## config.mk

```make
export PLATFORM = sky130hd
export DESIGN_NAME = hazard_controller_flat
export DESIGN_NICKNAME = d
export VERILOG_FILES = /design/src/rtl/hazard_pkg.sv /design/src/rtl/hazard_controller_if.sv /design/src/rtl/hazard_controller_sat_counter.sv /design/src/rtl/hazard_controller.sv /design/src/flat_wrapper.sv
export SDC_FILE = /design/constraint.sdc
export NUM_CORES = 1
export LEC_CHECK = 0
export ABC_AREA = 1
export CAP_MARGIN = 40
export CORE_ASPECT_RATIO = 0.5
export CORE_MARGIN = 3
export CORE_UTILIZATION = 53
export CTS_CLUSTER_SIZE = 24
export DETAILED_ROUTE_END_ITERATION = 8
export HOLD_SLACK_MARGIN = 0.05
export MAX_ROUTING_LAYER = met4
export PLACE_DENSITY = 0.86
export SKIP_LAST_GASP = 1
export SYNTH_ARGS = -nofsm -noshare
export SYNTH_HDL_FRONTEND = slang
export SYNTH_SLANG_ARGS = --single-unit
```

## constraint.sdc

```tcl
create_clock -name clk -period 4.3 [get_ports clk]
set_input_delay 0.645 -clock clk [delete_from_list [all_inputs] [get_ports clk]]
set_output_delay 0.645 -clock clk [all_outputs]
set_load 0.01 [all_outputs]
```

## src/rtl/hazard_pkg.sv

```systemverilog
// Shared types and helpers for the pipeline hazard controller.
// The control word packs {pc, if_id, id_ex, ex_mem, mem_wb enables, if_id_flush, id_ex_flush}.
package hazard_pkg;

    typedef enum logic [1:0] {
        RUN      = 2'd0,
        MEM_WAIT = 2'd1,
        HALT     = 2'd2
    } state_t;

    localparam logic [4:0] X0_IDX = 5'd0;

    localparam logic [6:0] CTL_FREEZE = 7'b00000_00;
    localparam logic [6:0] CTL_NORMAL = 7'b11111_00;
    localparam logic [6:0] CTL_BRANCH = 7'b11111_11;
    localparam logic [6:0] CTL_BUBBLE = 7'b00111_01;

    function automatic logic load_use_hit(input logic       mem_read,
                                          input logic [4:0] rd,
                                          input logic [4:0] rs1,
                                          input logic [4:0] rs2);
        return mem_read && (rd != X0_IDX) && ((rd == rs1) || (rd == rs2));
    endfunction

    // Branch beats load-use: the squashed ID instruction no longer needs its operand.
    function automatic logic [6:0] run_ctl(input logic branch, input logic load_use);
        if (branch)        return CTL_BRANCH;
        else if (load_use) return CTL_BUBBLE;
        else               return CTL_NORMAL;
    endfunction

endpackage

```

## src/rtl/hazard_controller_if.sv

```systemverilog
// Hazard inputs from ID/EX/MEM and the register enables/flushes driven back to the pipeline.
// Data memory handshake: an access is in flight while dmem_req=1 and completes in the cycle dmem_ready=1.
interface hazard_controller_if #(parameter int CNT_W = 16);
    import hazard_pkg::*;

    logic [4:0]       rs1_id;
    logic [4:0]       rs2_id;
    logic [4:0]       rd_ex;
    logic             mem_read_ex;
    logic             branch_taken_ex;
    logic             dmem_req;
    logic             dmem_ready;
    logic             pc_en;
    logic             if_id_en;
    logic             id_ex_en;
    logic             ex_mem_en;
    logic             mem_wb_en;
    logic             if_id_flush;
    logic             id_ex_flush;
    logic             halted;
    logic [CNT_W-1:0] stall_cnt;
    logic [CNT_W-1:0] flush_cnt;
    state_t           fsm_state;

    modport master (
        output rs1_id, rs2_id, rd_ex, mem_read_ex, branch_taken_ex, dmem_req, dmem_ready,
        input  pc_en, if_id_en, id_ex_en, ex_mem_en, mem_wb_en, if_id_flush, id_ex_flush,
        input  halted, stall_cnt, flush_cnt, fsm_state
    );

    modport slave (
        input  rs1_id, rs2_id, rd_ex, mem_read_ex, branch_taken_ex, dmem_req, dmem_ready,
        output pc_en, if_id_en, id_ex_en, ex_mem_en, mem_wb_en, if_id_flush, id_ex_flush,
        output halted, stall_cnt, flush_cnt, fsm_state
    );

endinterface

```

## src/rtl/hazard_controller_sat_counter.sv

```systemverilog
// Saturating up-counter used for the stall and flush performance counters.
module sat_counter #(
    parameter int W = 16
) (
    input  logic         clk,
    input  logic         rst,
    input  logic         inc,
    output logic [W-1:0] q
);

    always_ff @(posedge clk) begin
        if (rst) begin
            q <= '0;
        end else if (inc && (q != {W{1'b1}})) begin
            q <= q + 1'b1;
        end
    end

endmodule

```

## src/rtl/hazard_controller.sv

```systemverilog
// Per-cycle load/hold/flush decisions for the 5-stage pipeline, with a memory-wait
// timeout that halts the core and saturating stall/flush counters.
module hazard_controller
    import hazard_pkg::*;
#(
    parameter int TIMEOUT = 16,
    parameter int CNT_W   = 16
) (
    input  logic                clk,
    input  logic                rst,
    hazard_controller_if.slave  bus
);

    localparam int              WAIT_W   = $clog2(TIMEOUT + 1);
    localparam logic [WAIT_W-1:0] WAIT_MAX = WAIT_W'(TIMEOUT);

    state_t            state, state_nxt;
    logic [WAIT_W-1:0] wait_cnt, wait_nxt;
    logic [6:0]        ctl;
    logic              halted;
    logic              load_use, mem_busy;

    assign load_use = load_use_hit(bus.mem_read_ex, bus.rd_ex, bus.rs1_id, bus.rs2_id);
    assign mem_busy = bus.dmem_req && !bus.dmem_ready;

    always_ff @(posedge clk) begin
        if (rst) begin
            state    <= RUN;
            wait_cnt <= '0;
        end else begin
            state    <= state_nxt;
            wait_cnt <= wait_nxt;
        end
    end

    always_comb begin
        state_nxt = state;
        wait_nxt  = wait_cnt;
        ctl       = CTL_FREEZE;
        halted    = 1'b0;
        if (!rst) begin
            case (state)
                RUN: begin
                    if (mem_busy) begin
                        state_nxt = MEM_WAIT;
                        wait_nxt  = WAIT_W'(1);
                    end else begin
                        ctl = run_ctl(bus.branch_taken_ex, load_use);
                    end
                end
                MEM_WAIT: begin
                    if (bus.dmem_ready) begin
                        ctl       = run_ctl(bus.branch_taken_ex, load_use);
                        state_nxt = RUN;
                        wait_nxt  = '0;
                    end else if (wait_cnt < WAIT_MAX) begin
                        wait_nxt = wait_cnt + 1'b1;
                    end else begin
                        state_nxt = HALT;
                    end
                end
                HALT: halted = 1'b1;
                default: state_nxt = RUN;
            endcase
        end
    end

    assign {bus.pc_en, bus.if_id_en, bus.id_ex_en, bus.ex_mem_en, bus.mem_wb_en,
            bus.if_id_flush, bus.id_ex_flush} = ctl;
    assign bus.halted    = halted;
    assign bus.fsm_state = state;

    sat_counter #(.W(CNT_W)) u_stall_cnt (
        .clk (clk),
        .rst (rst),
        .inc (!rst && !ctl[6]),
        .q   (bus.stall_cnt)
    );

    sat_counter #(.W(CNT_W)) u_flush_cnt (
        .clk (clk),
        .rst (rst),
        .inc (!rst && ctl[1]),
        .q   (bus.flush_cnt)
    );

endmodule
```

## src/flat_wrapper.sv

```systemverilog
// flat-port wrapper written by rule: the top's interface ports become plain ports
module hazard_controller_flat import hazard_pkg::*;
#(
    parameter int TIMEOUT = 16,
    parameter int CNT_W   = 16
)
  (clk, rst, bus_rs1_id, bus_rs2_id, bus_rd_ex, bus_mem_read_ex, bus_branch_taken_ex, bus_dmem_req, bus_dmem_ready, bus_pc_en, bus_if_id_en, bus_id_ex_en, bus_ex_mem_en, bus_mem_wb_en, bus_if_id_flush, bus_id_ex_flush, bus_halted, bus_stall_cnt, bus_flush_cnt, bus_fsm_state);
  hazard_controller_if #(.CNT_W(CNT_W)) bus_i ();
  input  logic clk;
  input  logic rst;
  input wire logic [$bits(bus_i.rs1_id)-1:0] bus_rs1_id;
  input wire logic [$bits(bus_i.rs2_id)-1:0] bus_rs2_id;
  input wire logic [$bits(bus_i.rd_ex)-1:0] bus_rd_ex;
  input wire logic [$bits(bus_i.mem_read_ex)-1:0] bus_mem_read_ex;
  input wire logic [$bits(bus_i.branch_taken_ex)-1:0] bus_branch_taken_ex;
  input wire logic [$bits(bus_i.dmem_req)-1:0] bus_dmem_req;
  input wire logic [$bits(bus_i.dmem_ready)-1:0] bus_dmem_ready;
  output wire logic [$bits(bus_i.pc_en)-1:0] bus_pc_en;
  output wire logic [$bits(bus_i.if_id_en)-1:0] bus_if_id_en;
  output wire logic [$bits(bus_i.id_ex_en)-1:0] bus_id_ex_en;
  output wire logic [$bits(bus_i.ex_mem_en)-1:0] bus_ex_mem_en;
  output wire logic [$bits(bus_i.mem_wb_en)-1:0] bus_mem_wb_en;
  output wire logic [$bits(bus_i.if_id_flush)-1:0] bus_if_id_flush;
  output wire logic [$bits(bus_i.id_ex_flush)-1:0] bus_id_ex_flush;
  output wire logic [$bits(bus_i.halted)-1:0] bus_halted;
  output wire logic [$bits(bus_i.stall_cnt)-1:0] bus_stall_cnt;
  output wire logic [$bits(bus_i.flush_cnt)-1:0] bus_flush_cnt;
  output wire logic [$bits(bus_i.fsm_state)-1:0] bus_fsm_state;
  assign bus_i.rs1_id = bus_rs1_id;
  assign bus_i.rs2_id = bus_rs2_id;
  assign bus_i.rd_ex = bus_rd_ex;
  assign bus_i.mem_read_ex = bus_mem_read_ex;
  assign bus_i.branch_taken_ex = bus_branch_taken_ex;
  assign bus_i.dmem_req = bus_dmem_req;
  assign bus_i.dmem_ready = bus_dmem_ready;
  assign bus_pc_en = bus_i.pc_en;
  assign bus_if_id_en = bus_i.if_id_en;
  assign bus_id_ex_en = bus_i.id_ex_en;
  assign bus_ex_mem_en = bus_i.ex_mem_en;
  assign bus_mem_wb_en = bus_i.mem_wb_en;
  assign bus_if_id_flush = bus_i.if_id_flush;
  assign bus_id_ex_flush = bus_i.id_ex_flush;
  assign bus_halted = bus_i.halted;
  assign bus_stall_cnt = bus_i.stall_cnt;
  assign bus_flush_cnt = bus_i.flush_cnt;
  assign bus_fsm_state = bus_i.fsm_state;
  hazard_controller #(.TIMEOUT(TIMEOUT), .CNT_W(CNT_W)) u_core (.clk(clk), .rst(rst), .bus(bus_i));
endmodule
```

-- Yosys cells after proc, flatten, opt, wreduce, memory -nomap -nowiden
Cells that the tools add are included.
- shift-type cells: 0
- equality and inequality tests: 9
- muxes and demuxes: 16
- $lt $le $gt $ge: 1
- $mul: 0
- reductions and logical operators: 16
- $add $sub $neg: 3
- bitwise logic cells: 1
- div/mod/pow operators: 0
- operators by type and width (operator ; count):
    $mux W7 ; 5
    $add A16 B1 Y16 const B ; 2
    $ne A16 B16 Y1 const B ; 2
    $mux W5 ; 3
    $pmux W7 S2 ; 1
    $eq A5 B5 Y1 ; 2
    $pmux W5 S2 ; 1
    $logic_and A1 B1 Y1 ; 7
    $mux W2 ; 3
    $pmux W2 S3 ; 1
    $reduce_and A3 Y1 ; 2
    $add A5 B1 Y5 const B ; 1
    $lt A5 B5 Y1 const B ; 1
    $reduce_bool A5 Y1 ; 1
    $logic_not A1 Y1 ; 3
    $ne A3 B2 Y1 const B ; 1
    $ne A3 B3 Y1 const B ; 1
    $eq A2 B1 Y1 const B ; 1
    $eq A2 B2 Y1 const B ; 1
    $logic_not A2 Y1 ; 1
    $mux W1 ; 2
    $ne A2 B1 Y1 const B ; 1
    $reduce_bool A2 Y1 ; 1
    $logic_or A1 B1 Y1 ; 1
    $not A1 Y1 ; 1
- bits of input ports: 21
- ROM bits: 0
- memories: 0
- bits in registers: 39
- output and inout port bits: 42
- bits in writable memories: 0
- latch bits: 0
- logic and storage cells: 50

-- Logic depth before layout (Yosys ltp)
Gate-level depths: netlist (run 1).
- word-level depth: 11
- depth in mapped cells: 12
- depth with buffers taken out: 11

-- By module
From an unflattened synthesis (run 1), not the netlist that was laid out.
- cell total of the unflattened synthesis: 407
- area total of the unflattened synthesis: 2516.2 um^2
- modules (own cells, without submodules) (module ; cells an instance ; sequential area each (um^2) ; area each (um^2) ; instances):
    sat_counter ; 149 ; 320.3 ; 929.6 ; 2
    hazard_controller ; 109 ; 140.1 ; 656.9 ; 1

-- Least setup slack after synthesis (run 1)
No wires, ideal clock.
- path type: input -> output
- from: input port rst
- to: output port bus_pc_en
- buffers on the path: 2
- data required time: 3655 ps
- cell stages on the path: 7
- data arrival time: 1578 ps
- setup slack: 2077 ps
- cells stage by stage: clkbuf_1 > inv_1 > nand2_1 > inv_1 > nand2_1 > inv_1 > buf_4
- word-level cells in the longest chain between the ends: 1
- RTL lines (element ; line ; text):
    start: declaration ; flat_wrapper.sv:10 ; input logic rst;
    $mux W7 ; hazard_controller.sv:41 ; if (!rst) begin
    end: declaration ; flat_wrapper.sv:18 ; output wire logic [$bits(bus_i.pc_en)-1:0] bus_pc_en;
No other way between the ends.

-- Final worst setup path (run 1)
Ends and elaborated chain as after synthesis.

==> impl_metrics.ini, run 1 <==
[synthesis]
synth_edf_count = 0
synth_warnings = 0
ys_seq_elements = 39
ys.flop_type = dfxtp_1
yosys.area.top_type_share = 0.328
ys_top_cells_by_area = dfxtp_1, nand2_1, nand3_1
postSynthAreaPerCell_um2 = 6.63
synth-async-reset-ratio = 0
synth-seq-area-share = 0.328
synth.top_cells.by_count = nand2_1, inv_1, nor2_1
synth_area_leader_cell = dfxtp_1
syn_nets = 383
postSynthCellCount = 359
synth_area_um2 = 2380
yosysUniqueCellTypes = 31
yosysMostFrequentCell = nand2_1

[place]
dp_slack_ns = 1.02
place_area_um2 = 2990
gp_congestion = 0.906
io_buffers = 62
place_hpwl_um = 4480

[drt]
wire_per_inst_um = 12.6
drc = 0
vias_per_cell = 5.24
ant_nets = 0
vias = 2470
detail_route.iter0.violations = 91
drt-pass1-iter-count = 5
drt_wl_total_um = 5940

[timing]
final.setup_skew_ns = 0.00776
slew_headroom = 0.561
max_freq_ghz = 0.307
setup_tns_ns = 0
slew_viol_final = 0
setup_viol = 0
period_share = 0.757
finalHoldViolCount = 0
worst_slew_pin_slew_ns = 0.658
rsz0062_at_grt = no
min_period_ns = 3.26
fin_ws_ns = 1.04

[global_routing]
grt_pass1_vias = 2242
grt_pass1_wl_um = 10100
gr-total-overflow = 0
grt_max_degree = 29
antenna_found_initial = 0
grt_usage = 0.241

[floorplanning]
core_area_um2 = 4100
die_h_um = 53.4
floorplan.initialDensity = 0.580
die_area_um2 = 5380
die_w_um = 101
io-pin-count = 63
rows = 16

[layout]
nNetsFinal = 441
final_core_util = 0.750
multi_input_area_um2 = 1350
diodes = 0
area_delta_synth_final_pct = 29.3
drive_gt1_frac = 0.0480
finalInstanceArea_um2 = 3080
fillers = 320
seqCellArea_um2 = 781

[worst_setup_path]
r2r_cells = 8
critical_path.startpoint_type = input pin
cp_max_fo = 28
rr_startpoint = u_core.u_stall_cnt.q[0]
rr_endpoint = u_core.u_stall_cnt.q[11]
cp.arrival_ns = 2.61
timing.reg2reg.setup_slack_ns = 2.16
critical_path_class = in2out
cp-end-kind = output port
crit_required_ns = 3.65

[power_and_ir_drop]
p_leak_nw = 1.18
power_density_nw_per_um2 = 236
swShare = 0.257
clkPwrFrac = 0.342
intPower_mw = 0.539
p_total_mw = 0.725
switching_power_mw = 0.186
p_seq_frac = 0.512
p_comb_frac = 0.146
vdd_drop_max_v = 0.000162

[clock_network]
cts_setup_buffers = 0
cts_tree = yes
cts_resized = 0
clk_path_buf_depth = 2
cts-root-buf = clkbuf_8
clk_pin_slew_ns = 0.08
clock_latency_ns = 0.29
clkSinkCount = 39
hold_buffers = 0
cts_made_buffers = 5
cts.htree.levels = 2

[min_path]
holdCritPathClass = reg2reg
hp-start = u_core.wait_cnt[4]
min_to = u_core.wait_cnt[4]
holdPathStages = 2

[outcome]
status = completed

[job]
maxCapViolations = 0
metrics by stage:
step,instances,hold WS [ns]
after floorplan,359,0.451
after global placement,464,0.467
after detailed placement,464,0.468
after CTS,471,0.480
after global routing,471,0.524
final,471,0.481
layer usage:
metal  routed length [um]  up-vias  share of wire  GRT usage
met1                 2760     1106           0.46      0.299
met3                  395        5          0.066     0.0539
met2                 2750       78           0.46      0.406
li1                     -     1281              -          -
met5                    0        -              0          -
met4                   32        0         0.0054     0.0537
layout by cell type, fill, tap and decap left out:
master            n
nand2_1          82
clkdlybuf4s50_1  62
inv_1            41
nor2_1           40
dfxtp_1          39
nand3_1          34
a21oi_1          32
o21ai_0          12
nor3_1           12
xor2_1           12
xnor2_1          10
nand4_1           9
clkbuf_8          6
inv_2             3
ha_1              3
nor3_2            2
nand2_4           2
nor3b_1           2
nor4_1            2
nand2_2           2
o21a_1            2
nor2_4            1
nand3b_1          1
or2_1             1
o21bai_1          1
nor3_4            1
a21oi_2           1
clkinv_2          1
buf_4             1
area by class of cell:
class | instances | area share
Clock buffer | 6 | 0.0268
Clock inverter | 1 | 0.00163
Inverter | 44 | 0.0536
Multi-Input combinational cell | 264 | 0.438
Sequential cell | 39 | 0.254
Tap cell | 54 | 0.0219
Timing Repair Buffer | 63 | 0.204
worst max-delay path: stages:
cell and delay (ns):
clkdlybuf4s50_1 0.40, buf_4 0.23, inv_1 0.33, nand2_1 0.19
inv_1 0.14, nand2_1 0.07, inv_1 0.07, clkdlybuf4s50_1 0.54
worst max path at each step:
stage	start	end	slack (ns)	cells past startpoint
2_1_floorplan	rst	bus_pc_en	2.08	7
3_3_place_gp	rst	bus_pc_en	1.07	8
3_5_place_dp	rst	bus_pc_en	1.02	8
4_1_cts	rst	bus_pc_en	1.02	8
5_1_grt	rst	bus_pc_en	0.90	8
6_report	rst	bus_pc_en	1.04	8
cells by family (layout without fill, tap and decap cells):
kind of cell               after synthesis  count (layout)  synth area share
buffers and inverters                   56             114             0.105
adders and majority gates                3               3            0.0158
DFF                                     39              39             0.328
xor gates and xnor gates                22              22            0.0809
AOI/OAI and AO/OA                       48              48             0.106
and+or+nand+nor                        191             191             0.365
sequential cells by signal, indices dropped and copies added, names as in the netlist:
register and count:
u_core.u_flush_cnt.q 16, u_core.u_stall_cnt.q 16, u_core.wait_cnt 5, u_core.bus.fsm_state 2
power groups by stage:
stage	Combinational, mW	Sequential [mW]	Clock, mW
CTS	0.106	0.371	0.253
finish	0.106	0.371	0.248
detailed placement	0.106	0.380	0
global route	0.118	0.372	0.268
floorplan	0.0618	0.380	0
global placement	0.103	0.379	0
Power figures use the tool's default switching activity.
==> inputs of run 2 (changes only) <==
--- a/config.mk
+++ b/config.mk
@@ -9,12 +9,12 @@
 export CAP_MARGIN = 40
 export CORE_ASPECT_RATIO = 0.5
 export CORE_MARGIN = 3
-export CORE_UTILIZATION = 53
+export CORE_UTILIZATION = 49
 export CTS_CLUSTER_SIZE = 24
 export DETAILED_ROUTE_END_ITERATION = 8
 export HOLD_SLACK_MARGIN = 0.05
 export MAX_ROUTING_LAYER = met4
-export PLACE_DENSITY = 0.86
+export PLACE_DENSITY = 0.81
 export SKIP_LAST_GASP = 1
 export SYNTH_ARGS = -nofsm -noshare
 export SYNTH_HDL_FRONTEND = slang
==> constraint.sdc (replaced) <==
create_clock -name clk -period 3.3 [get_ports clk]
set_input_delay 0.495 -clock clk [delete_from_list [all_inputs] [get_ports clk]]
set_output_delay 0.495 -clock clk [all_outputs]
set_load 0.01 [all_outputs]
==> run 2 against run 1 <==
Effect of this change:
- sequential cell count unchanged
- non-clock buffer count increased by 1
- cell area grew 1.1%
- clock power grew 45%
- global-route usage is 1.4 points lower
- critical path type unchanged
- largest cell class unchanged
- core utilization shrank 6.3 points
- final cell count grew 3.0%
==> impl_metrics.ini, run 2 (synthesis results as in run 1) <==
[clock_network]
cts_setup_buffers = 0
hold_buffers = 0
cts_tree = yes
clk_pin_slew_ns = 0.08
cts-root-buf = clkbuf_8
clkSinkCount = 39
clk_path_buf_depth = 2
cts_made_buffers = 5
clock_latency_ns = 0.30
cts.htree.levels = 2
cts_resized = 0

[place]
dp_slack_ns = 0.522
io_buffers = 62
dp_cells = 477
gp_congestion = 0.897
place_hpwl_um = 4720
place_area_um2 = 3010

[min_path]
holdCritPathClass = reg2reg

[job]
maxCapViolations = 0

[drt]
detail_route.iter0.violations = 105
wire_per_inst_um = 12.9
drt-pass1-iter-count = 4
vias_per_cell = 5.21
ant_nets = 0
drt_wl_total_um = 6240
vias = 2527
drc = 0

[power_and_ir_drop]
vdd_drop_max_v = 0.000197
p_total_mw = 0.985
p_leak_nw = 1.19
power_density_nw_per_um2 = 316

[layout]
final_cells = 485
drive_gt1_frac = 0.0501
area_delta_synth_final_pct = 30.8
seqCellArea_um2 = 781
finalInstanceArea_um2 = 3110
reg.largest.list = u_core.u_flush_cnt.q: 16 flops, u_core.u_stall_cnt.q: 16 flops, u_core.wait_cnt: 5 flops
final_common_cell = nand2_1
fillers = 427
layout_common_cells = nand2_1, clkdlybuf4s50_1, inv_1
nNetsFinal = 442
diodes = 0
multi_input_area_um2 = 1350

[outcome]
status = completed

[global_routing]
grt_usage = 0.227
gr-total-overflow = 0
antenna_found_initial = 0
grt_pass1_vias = 2394
grt_max_degree = 28
grt_pass1_wl_um = 10600

[timing]
setup_viol = 0
period_share = 0.844
min_period_ns = 2.79
worst_slew_pin_slew_ns = 0.654
finalHoldViolCount = 0
setup_tns_ns = 0
final.setup_skew_ns = 0.0123
max_freq_ghz = 0.359
rsz0062_at_grt = no
slew_viol_final = 0
fin_ws_ns = 0.514
slew_headroom = 0.564

[floorplanning]
die_w_um = 105
io-pin-count = 63
die_h_um = 55.3
rows = 17
floorplan.initialDensity = 0.526
die_area_um2 = 5780
core_area_um2 = 4530

[worst_setup_path]
cp_slowest_stage_delay_ns = 0.53
crit_required_ns = 2.80
cp_max_fo = 4
critical_path.startpoint_type = input pin
crit_path_top_delay_cell = clkdlybuf4s50_1
critical_path_class = in2out
cp.arrival_ns = 2.29
cp-end-kind = output port
worstPathCellList = clkdlybuf4s50_1 > nor2_1 > nor3_2 > nand2_1 > inv_1 > nand2_1 > inv_1 > clkdlybuf4s50_1
timing.reg2reg.setup_slack_ns = 1.16
[run 2: changes by cell type in the layout (fill, tap and decap cells not counted), sizes merged]
cell	change
clkinv	-1
buf	+1
clkbuf	+2
[run 2: final timing paths]
kind / end / cells past startpoint / from
max reg2reg: u_core.u_stall_cnt.q[2] / 8 / u_core.u_stall_cnt.q[1]
max: bus_pc_en / 8 / bus_dmem_ready
min reg2reg: u_core.u_flush_cnt.q[4] / 1 / u_core.u_flush_cnt.q[4]
min: u_core.u_flush_cnt.q[4] / 1 / u_core.u_flush_cnt.q[4]
[run 2: power breakdown]
part | internal [mW] | switching [mW] | total [mW]
registers | 0.477 | 0.00638 | 0.483
logic | 0.0629 | 0.0782 | 0.141
clock network | 0.191 | 0.169 | 0.360
[run 2: final cells by class]
type,instances,area share
repair buffers,64,0.204
multi-input cells,264,0.434
inverters,44,0.0530
well taps,66,0.0265
clock buffers,8,0.0321
flip-flops and latches,39,0.251
[run 2: per-layer routing]
metal	GRT usage	vias up	part of all wire
li1	-	1275	-
met3	0.0467	9	0.059
met5	-	-	0
met1	0.263	1157	0.44
met2	0.406	86	0.49
met4	0.0561	0	0.0096
[run 2: per-stage QoR]
step	util	hold WS [ns]
2_1_floorplan	-	0.451
3_3_place_gp	0.665	0.465
3_5_place_dp	0.665	0.490
4_1_cts	0.687	0.502
5_1_grt	0.687	0.547
6_report	0.687	0.505
[run 2: critical path, delay by kind of cell]
family	cells	cell delay, ns
buffers and inverters	4	1.24
AND/OR/NAND/NOR	4	0.56
